`config.mk`:
```
export PLATFORM = sky130hd
export DESIGN_NAME = q_hs_source
export DESIGN_NICKNAME = d
export VERILOG_FILES = /design/src/rtl/q_pkg.sv /design/src/rtl/q_sync.sv /design/src/rtl/q_hs_source.sv
export SDC_FILE = /design/constraint.sdc
export NUM_CORES = 1
export LEC_CHECK = 0
export CAP_MARGIN = 40
export CORE_ASPECT_RATIO = 0.8
export CORE_MARGIN = 2
export CORE_UTILIZATION = 56
export CTS_BUF_LIST = sky130_fd_sc_hd__clkbuf_8
export CTS_CLUSTER_DIAMETER = 100
export DETAILED_ROUTE_END_ITERATION = 16
export PLACE_DENSITY = 0.8
export SLEW_MARGIN = 0
export SYNTH_ARGS = -nofsm -noshare
export SYNTH_HDL_FRONTEND = slang
export SYNTH_SLANG_ARGS = --single-unit
```
`constraint.sdc`:
```
create_clock -name clk -period 2.3 [get_ports clk]
set_input_delay 0.345 -clock clk [delete_from_list [all_inputs] [get_ports clk]]
set_output_delay 0.345 -clock clk [all_outputs]
set_load 0.1 [all_outputs]
```
`src/rtl/q_pkg.sv`:
```
// Shared definitions for the clocked q_* handshake blocks: FSM state encoding and a clog2 helper.
package q_pkg;

    typedef enum logic [1:0] {
        Q_IDLE    = 2'd0,
        Q_REQ     = 2'd1,
        Q_RELEASE = 2'd2
    } q_state_t;

    function automatic int unsigned q_clog2(input int unsigned v);
        int unsigned r;
        r = 0;
        while ((32'd1 << r) < v) begin
            r++;
        end
        return r;
    endfunction

endpackage

```
`src/rtl/q_sync.sv`:
```
// Multi-flop synchroniser for an asynchronous single-bit input (e.g. a four-phase ack).
module q_sync #(
    parameter int unsigned STAGES = 2
) (
    input  logic clk,
    input  logic rst,
    input  logic d,
    output logic q
);

    logic [STAGES-1:0] chain;

    always_ff @(posedge clk or negedge rst) begin
        if (!rst) begin
            chain <= '0;
        end else begin
            chain <= {chain[STAGES-2:0], d};
        end
    end

    assign q = chain[STAGES-1];

endmodule

```
`src/rtl/q_hs_source.sv`:
```
// Clocked token source: buffers valid/ready words and issues each as a four-phase
// request with bundled data held stable until the synchronised ack is seen.
module q_hs_source
    import q_pkg::*;
#(
    parameter int unsigned DATA_W      = 8,
    parameter int unsigned DEPTH       = 4,
    parameter int unsigned SYNC_STAGES = 2,
    parameter int unsigned CNT_W       = 16
) (
    input  logic                     clk,
    input  logic                     rst,
    input  logic                     push_valid,
    output logic                     push_ready,
    input  logic [DATA_W-1:0]        push_data,
    output logic                     r_out,
    input  logic                     a_out,
    output logic [DATA_W-1:0]        data_out,
    output logic [q_clog2(DEPTH):0]  level,
    output logic [CNT_W-1:0]         sent_count,
    output logic                     proto_err
);

    localparam int unsigned AW    = q_clog2(DEPTH);
    localparam int unsigned LVL_W = AW + 1;

    q_state_t          state, state_nxt;
    logic              ack_s, ack_d;
    logic              rdy_q;
    logic              push, pop, load, done;
    logic [AW-1:0]     wr_ptr, rd_ptr;
    logic [DATA_W-1:0] mem [DEPTH];

    q_sync #(
        .STAGES (SYNC_STAGES)
    ) u_ack_sync (
        .clk (clk),
        .rst (rst),
        .d   (a_out),
        .q   (ack_s)
    );

    // rdy_q keeps push_ready low while reset is held and until the first edge after release.
    assign push_ready = rdy_q && (level < LVL_W'(DEPTH));
    assign push       = push_valid && push_ready;

    always_comb begin
        state_nxt = state;
        pop       = 1'b0;
        load      = 1'b0;
        done      = 1'b0;
        unique case (state)
            Q_IDLE: begin
                if ((level != '0) && !ack_s) begin
                    state_nxt = Q_REQ;
                    load      = 1'b1;
                end
            end
            Q_REQ: begin
                if (ack_s) begin
                    state_nxt = Q_RELEASE;
                    pop       = 1'b1;
                end
            end
            Q_RELEASE: begin
                if (!ack_s) begin
                    state_nxt = Q_IDLE;
                    done      = 1'b1;
                end
            end
            default: state_nxt = Q_IDLE;
        endcase
    end

    always_ff @(posedge clk or negedge rst) begin
        if (!rst) begin
            state      <= Q_IDLE;
            r_out      <= 1'b0;
            data_out   <= '0;
            ack_d      <= 1'b0;
            rdy_q      <= 1'b0;
            proto_err  <= 1'b0;
            sent_count <= '0;
        end else begin
            state <= state_nxt;
            r_out <= (state_nxt == Q_REQ);
            ack_d <= ack_s;
            rdy_q <= 1'b1;
            if (load) begin
                data_out <= mem[rd_ptr];
            end
            if (done) begin
                sent_count <= sent_count + CNT_W'(1);
            end
            if ((state == Q_IDLE) && ack_s && !ack_d) begin
                proto_err <= 1'b1;
            end
        end
    end

    // Storage carries no reset; occupancy and pointers alone define valid contents.
    always_ff @(posedge clk) begin
        if (push) begin
            mem[wr_ptr] <= push_data;
        end
    end

    always_ff @(posedge clk or negedge rst) begin
        if (!rst) begin
            wr_ptr <= '0;
            rd_ptr <= '0;
            level  <= '0;
        end else begin
            if (push) begin
                wr_ptr <= wr_ptr + AW'(1);
            end
            if (pop) begin
                rd_ptr <= rd_ptr + AW'(1);
            end
            unique case ({push, pop})
                2'b10:   level <= level + LVL_W'(1);
                2'b01:   level <= level - LVL_W'(1);
                default: level <= level;
            endcase
        end
    end

endmodule

```
# --- Yosys cells after proc, flatten, opt, wreduce, memory -nomap -nowiden ---
# Memories as Yosys holds them, arrays and structs flattened. A register that Yosys moved wholly into a read port is not among the register bits.
# Cells that the tools add are included.
op_classes:
  n_lt_le_gt_ge: 1
  mux: 13
  n_eq_ne: 5
  n_reduce_logical: 11
  n_addsub: 5
op_table:
  columns: ["op", "count"]
  rows:
  - ["$add 16x1->16 const B", 1]
  - ["$mux 1", 8]
  - ["$eq 2x1->1 const B", 3]
  - ["$mux 2", 3]
  - ["$pmux 2 s3", 1]
  - ["$pmux 3 s2", 1]
  - ["$logic_and 1x1->1", 5]
  - ["$add 2x1->2 const B", 2]
  - ["$eq 2x2->1 const B", 2]
  - ["$add 3x1->3 const B", 1]
  - ["$logic_not 1->1", 3]
  - ["$lt 3x3->1 const B", 1]
  - ["$reduce_bool 3->1", 1]
  - ["$sub 3x1->3 const B", 1]
  - ["$logic_not 2->1", 1]
  - ["$reduce_bool 2->1", 1]
totals:
  ram_bits: 32
  regBits: 31
  mem_count: 1
  out_inout_bits: 30
memory_table:
  columns: ["name", "depth", "width", "rd", "rd_clocked_by_memory_dff", "wr", "line", "text"]
  rows:
  - ["mem", 4, 8, 1, 1, 1, "q_hs_source.sv:32", "logic [DATA_W-1:0] mem [DEPTH];"]

# --- Logic depth before layout (Yosys ltp) ---
# Gate-level depths: netlist of the first run.
logic_depth:
  word_depth: 5
  mapped_depth: 9
  ltp_nobuf: 9

# --- By module ---
# A second synthesis of the first run with hierarchy kept.
unflattened:
  cells_unflattened: 174
  area_unflattened_um2: 2890.3
by_module_without_submodules:
  columns: ["mod", "area_per_inst_um2", "seq_area_each_um2", "instances", "cells_each"]
  rows:
  - ["q_hs_source", 2840.2, 1886.8, 1, 172]
  - ["q_sync", 50.0, 50.0, 1, 2]

# --- Least setup slack after synthesis of the first run ---
# Ideal clock, no wire load.
synth_path:
  kind: "flip-flop to flip-flop"
  startpoint: "reg level[2]"
  endpoint: "reg level[2]"
  setup_ps: 163
  stages_incl_launch_ff: 10
  n_path_buf: 0
  t_arrival_ps: 3505
  slack_ps: -1368
  path_cell_list: "dfrtp_1 nor2b_1 and2_1 inv_1 ha_1 inv_1 fa_1 xor2_1 nor2_1 xor2_1"
synth_via:
  elab_chain_len: 5
  elab_cells_between_ends: 9
  classes_between: "add/sub: 2; order compare: 1; eq/ne: 2; mux: 1; reduce/logical: 3"
synth_rtl:
  columns: ["item", "line", "text"]
  rows:
  - ["from (decl)", "q_hs_source.sv:19", "output logic [q_clog2(DEPTH):0] level,"]
  - ["from (signal assigned)", "q_hs_source.sv:121", "2'b10: level <= level + LVL_W'(1);"]
  - ["from (signal assigned)", "q_hs_source.sv:122", "2'b01: level <= level - LVL_W'(1);"]
  - ["from (signal assigned)", "q_hs_source.sv:123", "default: level <= level;"]
  - ["$lt 3x3->1 (*)", "q_hs_source.sv:44", "assign push_ready = rdy_q && (level < LVL_W'(DEPTH));"]
  - ["$logic_and 1x1->1 (*)", "q_hs_source.sv:44", null]
  - ["named net push_ready", "q_hs_source.sv:14", "output logic push_ready,"]
  - ["$logic_and 1x1->1 (*)", "q_hs_source.sv:45", "assign push = push_valid && push_ready;"]
  - ["$eq 2x1->1 or $eq 2x2->1 (tied branches)", "q_hs_source.sv:120", "unique case ({push, pop})"]
  - ["$pmux 3 s2 or $reduce_bool 2->1 (tied branches)", null, null]
# The timed path passes the listed nets; every way through them passes the cells marked *.
# A chain may end at the register's enable or synchronous reset.

# --- Worst setup path in the final report of the first run ---
layout_path:
  startpoint: "reg state[0]"
  endpoint: "reg level[2]"
layout_via:
  elab_chain_len: 4
  elab_cells_between_ends: 6
  classes_between: "eq/ne: 3; mux: 2; reduce/logical: 1"
layout_rtl:
  columns: ["item", "line", "text"]
  rows:
  - ["from (decl)", "q_hs_source.sv:27", "q_state_t state, state_nxt;"]
  - ["from (signal assigned)", "q_hs_source.sv:85", "state <= state_nxt;"]
  - ["$eq 2x1->1 (*)", "q_hs_source.sv:52", "unique case (state)"]
  - ["$mux 1 (*)", "q_hs_source.sv:52", null]
  - ["named net pop", "q_hs_source.sv:30", "logic push, pop, load, done;"]
  - ["$eq 2x1->1 or $eq 2x2->1 (tied branches)", "q_hs_source.sv:120", null]
  - ["$pmux 3 s2 or $reduce_bool 2->1 (tied branches)", null, null]
# Marked as above.

==> impl_results.md, run 1 <==
* Placed Cells incl. Taps at 276
* Sequential share of the synthesized area at 67.2%
* Cell with the most instances after synthesis: dfrtp_1
* Post-synth top cells: dfrtp_1, edfxtp_1, xnor2_1
* Total CTS buffers at 9
* Pwr Total at 4.85 mW
* Beginning of the critical path: state[0]$_DFF_PN0_
* Number of enable flip-flop cells after synthesis at 32
* Starting Density at 57.9%
* Skew-Pair Late Insertion Delay at 0.34 ns
* Count of pins over their slew limit at 0
* Post-layout utilization of the core at 70.9%
* Placer congestion estimate at 0.744
* Global-route wire length before repair at 8.44 mm
* Initial antenna violation count at 0
* Crit Path Category: flop to flop
* Number of filler cells placed in the layout at 328
* Unrepaired setup endpoints after global routing: no
* # clock sinks at 71
* Leakage at 1.48 nW
* Non-Filler Instances at 294
* Synthesized netlist net count at 196
* Maximum buffer depth of the clock tree at 2
* Site row count at 23
* Yosys warning total at 0
* Synth-to-layout area growth at 22.5%
* Average via count per standard cell at 5.34
* Cell Area, Synth at 0.00288 mm^2
* Crit path required time at 2.55 ns
* Share of the synthesized area in the top cell type at 33.9%
* Clk_skew at 0.00884 ns
* Achievable clock frequency at 483 MHz
* Final number of setup-violating endpoints at 0
* Total power divided by cell area at 1370 mW/mm^2
* Final Hold Fails at 0
* Number of buffers inserted by port buffering at 41
* Routed vias at 1570
* Share of synthesized flip-flops with an asynchronous set or reset at 54.9%
* Category of the worst setup path capture point: flop
* Final worst path period share at 89.9%
* Startpoint of the most critical hold path: u_ack_sync.chain[0]$_DFF_PN0_
* Element type at the critical path start: flop
* Post-detail-place hpwl at 3.54 mm
* Number of top-level pins at 42
* Startpoint of the lowest-slack register-to-register path: state[0]$_DFF_PN0_
* Fraction of final layout cells sized beyond drive strength 1 at 32.8%
* Final #Nets at 246
* Number of unique standard cell types used by synthesis at 32
* Post-synthesis instance total at 177
* Number of inserted diodes at 0
* Sum Neg Setup Slack at 0 ns
* Via count of the first global-routing pass at 1722
* TritonCTS clock tree: built
* Worst vdd ir at 0.867 mV
* Die Area at 0.00574 mm^2
* Leading post-synthesis cells by cell area: dfrtp_1, edfxtp_1, mux4_2
* Reg2reg path depth at 9
* H-Tree Level Count at 3
* Actual transition at the worst max-transition pin at 0.659 ns
* Post-placement cell area at 0.00329 mm^2
* Iter 0 DRT Violations at 98
* Remaining number of nets flagged by the antenna check after routing at 0
* Status: complete, no violations
* Pre-CTS WS at 0.144 ns
* Hold Path Class: flop to flop
* Clock root buffer: clkbuf_8
* Overall routing resource usage at 20.7%
* Vertical extent of the die at 68.2 um
* Top_reg_cell synth: dfrtp_1
* Crit path DAT at 2.32 ns
* Remaining max-slew budget at the tightest pin at 55.8%
* Final worst path period need at 2.07 ns
* Congestion Overflow GR at 0
* Synth area leader: dfrtp_1
* DRT Wirelength at 5.15 mm
* Number of synthesized register bits at 71
* Post-DR wirelength/cell at 17.5 um
* Core Area at 0.00498 mm^2
* Remaining DRCs at 0
* Drt first pass iters at 4
* Finished Cell Area at 0.00353 mm^2
* Gates resized, CTS repair at 0
* Largest net degree at the start of global routing at 40
* Worst Slack Setup Final at 0.232 ns
* Max-capacitance violation count at 0
* Synth Area per Inst at 16.3 um^2
* Worst hold margin at 0.376 ns
* Clock edge transition at the registers on the reported setup and hold paths at 0.07 ns
* Width of the chip at 84.2 um
* Critical Path Fanout Max at 7
* Hold path cells at 0
==> cell type report <==
type	instances	area [um^2]	area share [%]
Clock inverter	6	76.3	2.16
Clock buffer	10	138	3.90
Multi-Input combinational cell	93	896	25.4
Timing Repair Buffer	45	375	10.6
Tap cell	62	77.6	2.20
Sequential cell	71	1940	55.0
Inverter	7	26.3	0.744
==> cells by family after synthesis <==
kind of cell	count (synthesis)	synth area share, %
other cells	1	0.130
xor+xnor	22	6.69
flops	71	67.2
fa+ha+maj	7	3.30
buf+inv	13	2.56
compound gates	3	0.694
mux	17	9.73
simple gates	43	9.68
==> critical path, stage by stage, from the launching register on <==
cell and delay [ns]:
dfrtp_1 0.50, inv_1 0.12, nor3b_1 0.20, buf_4 0.16, ha_4 0.13, inv_2 0.04, fa_2 0.35, xor2_1 0.17
nor2_1 0.14, xor2_1 0.17
==> path summary, 6_finish.rpt <==
path | end | slack [ns]
min in group asynchronous | data_out[1]$_DFFE_PN0P_ | 0.39
max in group asynchronous | level[2]$_DFFE_PN0P_ | 1.45
max | level[2]$_DFFE_PN0P_ | 0.23
min reg2reg | u_ack_sync.chain[1]$_DFF_PN0_ | 0.38
min | u_ack_sync.chain[1]$_DFF_PN0_ | 0.38
max reg2reg | level[2]$_DFFE_PN0P_ | 0.23
==> what timing repair did <==
action,4_1_cts,5_1_grt
endpoints found under the setup margin,0,0
hold buffers,0,1
hold endpoints to repair,0,6
buffers inserted,0,0
==> per-layer routing <==
| metal | GRT usage (%) | vias up | part of all wire (%) |
|---|---|---|---|
| met5 | 0 | - | 0 |
| met4 | 9.27 | 0 | 1.2 |
| met3 | 8.44 | 6 | 4.8 |
| met2 | 33.5 | 46 | 51 |
| met1 | 24.8 | 786 | 43 |
| li1 | - | 732 | - |
==> sequential cells by signal (all words and copies together), names as in the netlist <==
signal	count
ack_d	1
data_out	8
level	3
mem	32
proto_err	1
r_out	1
rd_ptr	2
rdy_q	1
sent_count	16
state	2
u_ack_sync.chain	2
wr_ptr	2
==> power by group <==
group          leakage, nW  switching, mW  internal, mW
Combinational        0.589           1.39         0.586
Clock                0.116          0.425         0.627
Sequential           0.776          0.253          1.57
==> cells in the final DEF (no fill, tap or decap), types with 2 or more instances in the layout <==
master,instances
nor4_4,2
inv_2,2
mux2_2,8
nand2_1,11
mux4_2,8
a211oi_1,2
and3_1,6
clkdlybuf4s50_1,10
inv_1,7
xnor2_1,13
ha_1,5
buf_4,32
nor3b_1,2
clkbuf_8,10
xor2_1,9
bufinv_16,2
nand4_1,4
nor2_1,4
nand3_1,3
dfrtp_1,38
or2_2,2
edfxtp_1,32
Note: power is estimated with default switching activity, not from simulation.
==> run 2, diff against run 1 <==
PLACE_DENSITY = not set   (was 0.8)
PLACE_DENSITY_LB_ADDON = 0.08   (was not set)
==> impl_results.md, run 2 (same netlist as run 1, synthesis figures left out) <==
* Status: complete, no violations
* Sequential cell area in the final layout at 0.00194 mm^2
* Crit path DAT at 2.29 ns
* DRT Wirelength at 4.83 mm
* P_sw at 2.05 mW
* Actual transition at the worst max-transition pin at 0.704 ns
* Site row count at 23
* Count of pins over their slew limit at 0
* Number of inserted diodes at 0
* Overall routing resource usage at 18.8%
* Final #Nets at 246
* Leakage at 1.48 nW
* Critical Path Fanout Max at 7
* Delay of the slowest critical-path stage at 0.50 ns
* Vertical extent of the die at 68.2 um
* Clock root buffer: clkbuf_8
* Starting Density at 57.9%
* Post-CTS setup buffer count at 0
* H-Tree Level Count at 3
* TritonCTS clock tree: built
* Average via count per standard cell at 5.30
* Category of the worst setup path capture point: flop
* Max-capacitance violation count at 0
* Die Area at 0.00574 mm^2
* Remaining max-slew budget at the tightest pin at 52.7%
* Width of the chip at 84.2 um
* Clk_skew at 0.00532 ns
* Non-Filler Instances at 294
* Most common library cell in the layout ignoring fill and taps: dfrtp_1
* Total CTS buffers at 9
* Iter 0 DRT Violations at 75
* Routed vias at 1557
* Achievable clock frequency at 489 MHz
* # clock sinks at 71
* Final worst path period share at 88.9%
* Crit Path Category: flop to flop
* Finished Cell Area at 0.00353 mm^2
* Commonest non-fill, non-tap cells in the layout: dfrtp_1, edfxtp_1, buf_4, xnor2_1, nand2_1
* Congestion Overflow GR at 0
* Post-placement cell area at 0.00331 mm^2
* Unrepaired setup endpoints after global routing: no
* Chain of cells forming the critical path: inv_1 -> nor3b_1 -> buf_4 -> ha_4 -> inv_2 -> fa_2 -> xor2_1 -> nor2_1 -> xor2_1
* Post-detail-place hpwl at 3.44 mm
* Cell repeated most along the worst path: xor2_1
* Internal power of the cells at 2.75 mW
* Skew-Pair Late Insertion Delay at 0.33 ns
* Post-DR wirelength/cell at 16.4 um
* Number of top-level pins at 42
* Combinational share of power at 41.0%
* Maximum buffer depth of the clock tree at 2
* Drt first pass iters at 4
* Remaining number of nets flagged by the antenna check after routing at 0
* Max FFs per register at 32
* Hold Path Class: flop to flop
* Fraction of final layout cells sized beyond drive strength 1 at 32.3%
* Library cell contributing the largest single delay on the critical path: dfrtp_1
* Worst vdd ir at 1.47 mV
* Core Area at 0.00498 mm^2
* Number of filler cells placed in the layout at 350
* Final worst path period need at 2.04 ns
* Share of power burned in the clock network at 21.1%
* Worst path buffer plus inverter count at 3
* Element type at the critical path start: flop
* Via count of the first global-routing pass at 1694
* Initial antenna violation count at 0
* Number of buffers inserted by port buffering at 41
* Family of cells with the greatest summed delay on the critical path: flip-flops
* Area of combinational cells with multiple inputs at 896 um^2
* Placer congestion estimate at 0.697
* Total power divided by cell area at 1360 mW/mm^2
* Sequential group share of total power at 37.9%
* Final number of setup-violating endpoints at 0
* Largest registers: mem (32), sent_count (16), data_out (8)
* Clock edge transition at the registers on the reported setup and hold paths at 0.07 ns
* Synth-to-layout area growth at 22.4%
* Largest net degree at the start of global routing at 23
* Remaining DRCs at 0
* Crit path required time at 2.55 ns
* Final Hold Fails at 0
* Worst hold margin at 0.362 ns
* Switching part of the total power at 42.7%
* Placed Cells incl. Taps at 277
* Register bank with the most flops: mem
* Global-route wire length before repair at 8.01 mm
[run 2: path summary, 6_finish.rpt]
| path | startpoint | endpoint | slack (ns) | cells past startpoint |
|---|---|---|---|---|
| setup / recovery | state[0]$_DFF_PN0_ | level[2]$_DFFE_PN0P_ | 0.26 | 9 |
| hold / removal | u_ack_sync.chain[0]$_DFF_PN0_ | u_ack_sync.chain[1]$_DFF_PN0_ | 0.36 | 0 |
| setup reg to reg | state[0]$_DFF_PN0_ | level[2]$_DFFE_PN0P_ | 0.26 | 9 |
| hold reg to reg | u_ack_sync.chain[0]$_DFF_PN0_ | u_ack_sync.chain[1]$_DFF_PN0_ | 0.36 | 0 |
| max in group asynchronous | rst | level[2]$_DFFE_PN0P_ | 1.33 | 3 |
| min in group asynchronous | rst | data_out[3]$_DFFE_PN0P_ | 0.49 | 2 |
[run 2: area by class of cell]
cell class / instances / share of cell area, %
inverter: 7 / 0.745
clock inverter: 7 / 2.27
clock buffer: 9 / 3.51
multi-input combinational: 93 / 25.4
sequential: 71 / 55.0
timing repair buffer: 45 / 10.9
tap: 62 / 2.20
[run 2: stage by stage]
step                worst slack, ns  setup TNS (ns)  utilization [%]  total power, mW
floorplan                   -0.0741          -0.121                -             3.38
global placement              0.244               0             66.0             3.75
detailed placement            0.120               0             66.5             3.83
CTS                           0.242               0             70.8             4.85
global route                 0.0892               0             70.8             5.02
finish                        0.256               0             70.8             4.79
[run 2: power groups by stage]
stage	combinational [mW]	sequential (mW)	clock (mW)
2_1_floorplan	0.691	2.69	0
3_3_place_gp	1.92	1.83	0
3_5_place_dp	1.98	1.85	0
4_1_cts	1.99	1.82	1.04
5_1_grt	2.06	1.85	1.10
6_report	1.97	1.82	1.01
[run 2: worst reg2reg max path, delay by kind of cell (launching register included)]
family	cells	cell delay (ns)
AND/OR/NAND/NOR	2	0.31
XOR/XNOR	2	0.33
flip-flops	1	0.50
buffers and inverters	3	0.32
adder cells (fa/ha/maj)	2	0.49
[run 2: repair_timing]
action / CTS / global route
setup endpoints to repair: 0 / 0
resized for setup: 0 / 0
hold buffers: 1 / 0
hold endpoints to repair: 17 / 0
[run 2: layer usage]
metal | up-vias | wire length, um | track usage [%]
met5 | - | 0 | 0
met4 | 0 | 25 | 4.64
met3 | 5 | 248 | 7.96
met2 | 33 | 2400 | 32.1
met1 | 791 | 2160 | 22.7
li1 | 728 | - | -
==> run 3, diff against run 2 <==
CTS_BUF_LIST = sky130_fd_sc_hd__clkbuf_2 sky130_fd_sc_hd__clkbuf_4 sky130_fd_sc_hd__clkbuf_8   (was sky130_fd_sc_hd__clkbuf_8)
==> impl_results.md, run 3 (same netlist as run 1, synthesis figures left out) <==
* Status: complete, no violations
* Worst-case register-to-register setup slack at 0.26 ns
* Delay of the slowest critical-path stage at 0.50 ns
* Chain of cells forming the critical path: inv_1 -> nor3b_1 -> buf_4 -> ha_4 -> inv_2 -> fa_2 -> xor2_1 -> nor2_1 -> xor2_1
* Initial antenna violation count at 0
* Library cell contributing the largest single delay on the critical path: dfrtp_1
* Element type at the critical path start: flop
* Share of power burned in the clock network at 21.6%
* Crit Path Category: flop to flop
* Hold Path Class: flop to flop
* Site row count at 23
* Crit path required time at 2.55 ns
* Clk_skew at 0.00608 ns
* Starting Density at 57.9%
* Final worst path period need at 2.04 ns
* Actual transition at the worst max-transition pin at 0.697 ns
* Placer congestion estimate at 0.697
* Combinational share of power at 40.8%
* Remaining number of nets flagged by the antenna check after routing at 0
* Startpoint of the lowest-slack register-to-register path: state[0]$_DFF_PN0_
* Count of pins over their slew limit at 0
* Startpoint of the most critical hold path: u_ack_sync.chain[0]$_DFF_PN0_
* Remaining DRCs at 0
* Clock edge transition at the registers on the reported setup and hold paths at 0.07 ns
* Crit path DAT at 2.29 ns
* Met3 usage in global routing at 7.96%
* Total power divided by cell area at 1360 mW/mm^2
* Final number of setup-violating endpoints at 0
* Global-route wire length before repair at 8.00 mm
* Reg2reg path depth at 9
* Switching part of the total power at 42.4%
* Die Area at 0.00574 mm^2
* Global-route met1 utilization at 22.6%
* Placed Cells incl. Taps at 277
* Finished Cell Area at 0.00353 mm^2
* Clock root buffer: clkbuf_8
* Post-DR wirelength/cell at 16.4 um
* Max FFs per register at 32
* Final worst path period share at 88.8%
* Drt first pass iters at 5
* Post-layout utilization of the core at 71.0%
* Achievable clock frequency at 490 MHz
* P_sw at 2.04 mW
* Number of buffers inserted by port buffering at 41
* DRT Wirelength at 4.83 mm
* TritonCTS clock tree: built
* Width of the chip at 84.2 um
* Maximum buffer depth of the clock tree at 2
* Skew-Pair Late Insertion Delay at 0.33 ns
* Critical Path Fanout Max at 7
* Family of cells with the greatest summed delay on the critical path: flip-flops
* Commonest non-fill, non-tap cells in the layout: dfrtp_1, edfxtp_1, buf_4, xnor2_1, nand2_1
* Non-Filler Instances at 294
* RR Endpoint: level[2]$_DFFE_PN0P_
* Iter 0 DRT Violations at 72
* Hold path cells at 0
* # clock sinks at 71
* Global Route met2 Usage at 32.1%
* Unrepaired setup endpoints after global routing: no
* Post-CTS setup buffer count at 0
* Capture endpoint of the worst hold path: u_ack_sync.chain[1]$_DFF_PN0_
* Post-placement cell area at 0.00331 mm^2
* Sequential group share of total power at 37.7%
* GRT busiest layer: met2
* Final #Nets at 246
* Via count of the first global-routing pass at 1696
* Number of inserted diodes at 0
* Register bank with the most flops: mem
* Leakage at 1.48 nW
* Synth-to-layout area growth at 22.7%
* Post-detail-place hpwl at 3.44 mm
* Final Hold Fails at 0
* Gates resized, CTS repair at 0
* Congestion Overflow GR at 0
* Worst path buffer plus inverter count at 3
* Number of top-level pins at 42
* Fraction of final layout cells sized beyond drive strength 1 at 33.2%
* Logic depth of the worst setup path including buffers at 9
* Routed vias at 1577
* Core Area at 0.00498 mm^2
* Average via count per standard cell at 5.36
* Worst vdd ir at 1.47 mV
* Most common library cell in the layout ignoring fill and taps: dfrtp_1
* Vertical extent of the die at 68.2 um
* Largest registers: mem (32), sent_count (16), data_out (8)
* Remaining max-slew budget at the tightest pin at 53.2%
* Cell repeated most along the worst path: xor2_1
* Largest net degree at the start of global routing at 23
* Total CTS buffers at 9
* Max-capacitance violation count at 0
* Category of the worst setup path capture point: flop
* Internal power of the cells at 2.78 mW
* Overall routing resource usage at 18.8%
* H-Tree Level Count at 3
[run 3: changes by cell type in the layout (fill, tap and decap cells not counted)]
cell,delta
clkbuf_4,+2
inv_1,-2
[run 3: per-stage QoR]
stage / power, mW / hold WS [ns] / setup WS, ns / setup TNS [ns]
5_1_grt: 5.04 / 0.375 / 0.0892 / 0
3_5_place_dp: 3.83 / 0.318 / 0.120 / 0
3_3_place_gp: 3.75 / 0.340 / 0.244 / 0
2_1_floorplan: 3.38 / 0.0494 / -0.0741 / -0.121
4_1_cts: 4.88 / 0.364 / 0.242 / 0
6_report: 4.82 / 0.361 / 0.258 / 0
[run 3: repair_timing]
item	CTS	global route
hold endpoints to repair	17	0
setup endpoints to repair	0	0
hold buffers	1	0
[run 3: power groups by stage]
stage	registers [mW]	logic [mW]	clock network, mW
final	1.82	1.97	1.04
after global routing	1.85	2.06	1.13
after CTS	1.82	1.99	1.07
after detailed placement	1.85	1.98	0
after global placement	1.83	1.92	0
after floorplan	2.69	0.691	0
[run 3: area by class of cell]
cell class,count,area (um^2)
Timing Repair Buffer,45,383
Tap cell,62,77.6
Clock buffer,11,139
Fill cell,348,1440
Inverter,7,26.3
Clock inverter,5,72.6
Sequential cell,71,1940
Multi-Input combinational cell,93,896
[run 3: metal layers]
metal / vias up / wire length (um)
li1: 731 / -
met1: 802 / 2150
met2: 39 / 2400
met3: 5 / 258
met4: 0 / 25
met5: - / 0
[run 3: worst register-to-register path: cells and delay by family (launching register included)]
family | cells | cell delay [ns]
DFF | 1 | 0.50
adders and majority gates | 2 | 0.49
xor gates and xnor gates | 2 | 0.33
buffers and inverters | 3 | 0.32
and+or+nand+nor | 2 | 0.31
[run 3: worst max path at each step]
stage	slack (ns)	to	start
floorplan	-0.07	level[2]$_DFFE_PN0P_	level[2]$_DFFE_PN0P_
global placement	0.24	level[2]$_DFFE_PN0P_	push_valid
detailed placement	0.12	level[2]$_DFFE_PN0P_	push_valid
CTS	0.24	level[2]$_DFFE_PN0P_	state[0]$_DFF_PN0_
global route	0.09	level[2]$_DFFE_PN0P_	state[0]$_DFF_PN0_
finish	0.26	level[2]$_DFFE_PN0P_	state[0]$_DFF_PN0_
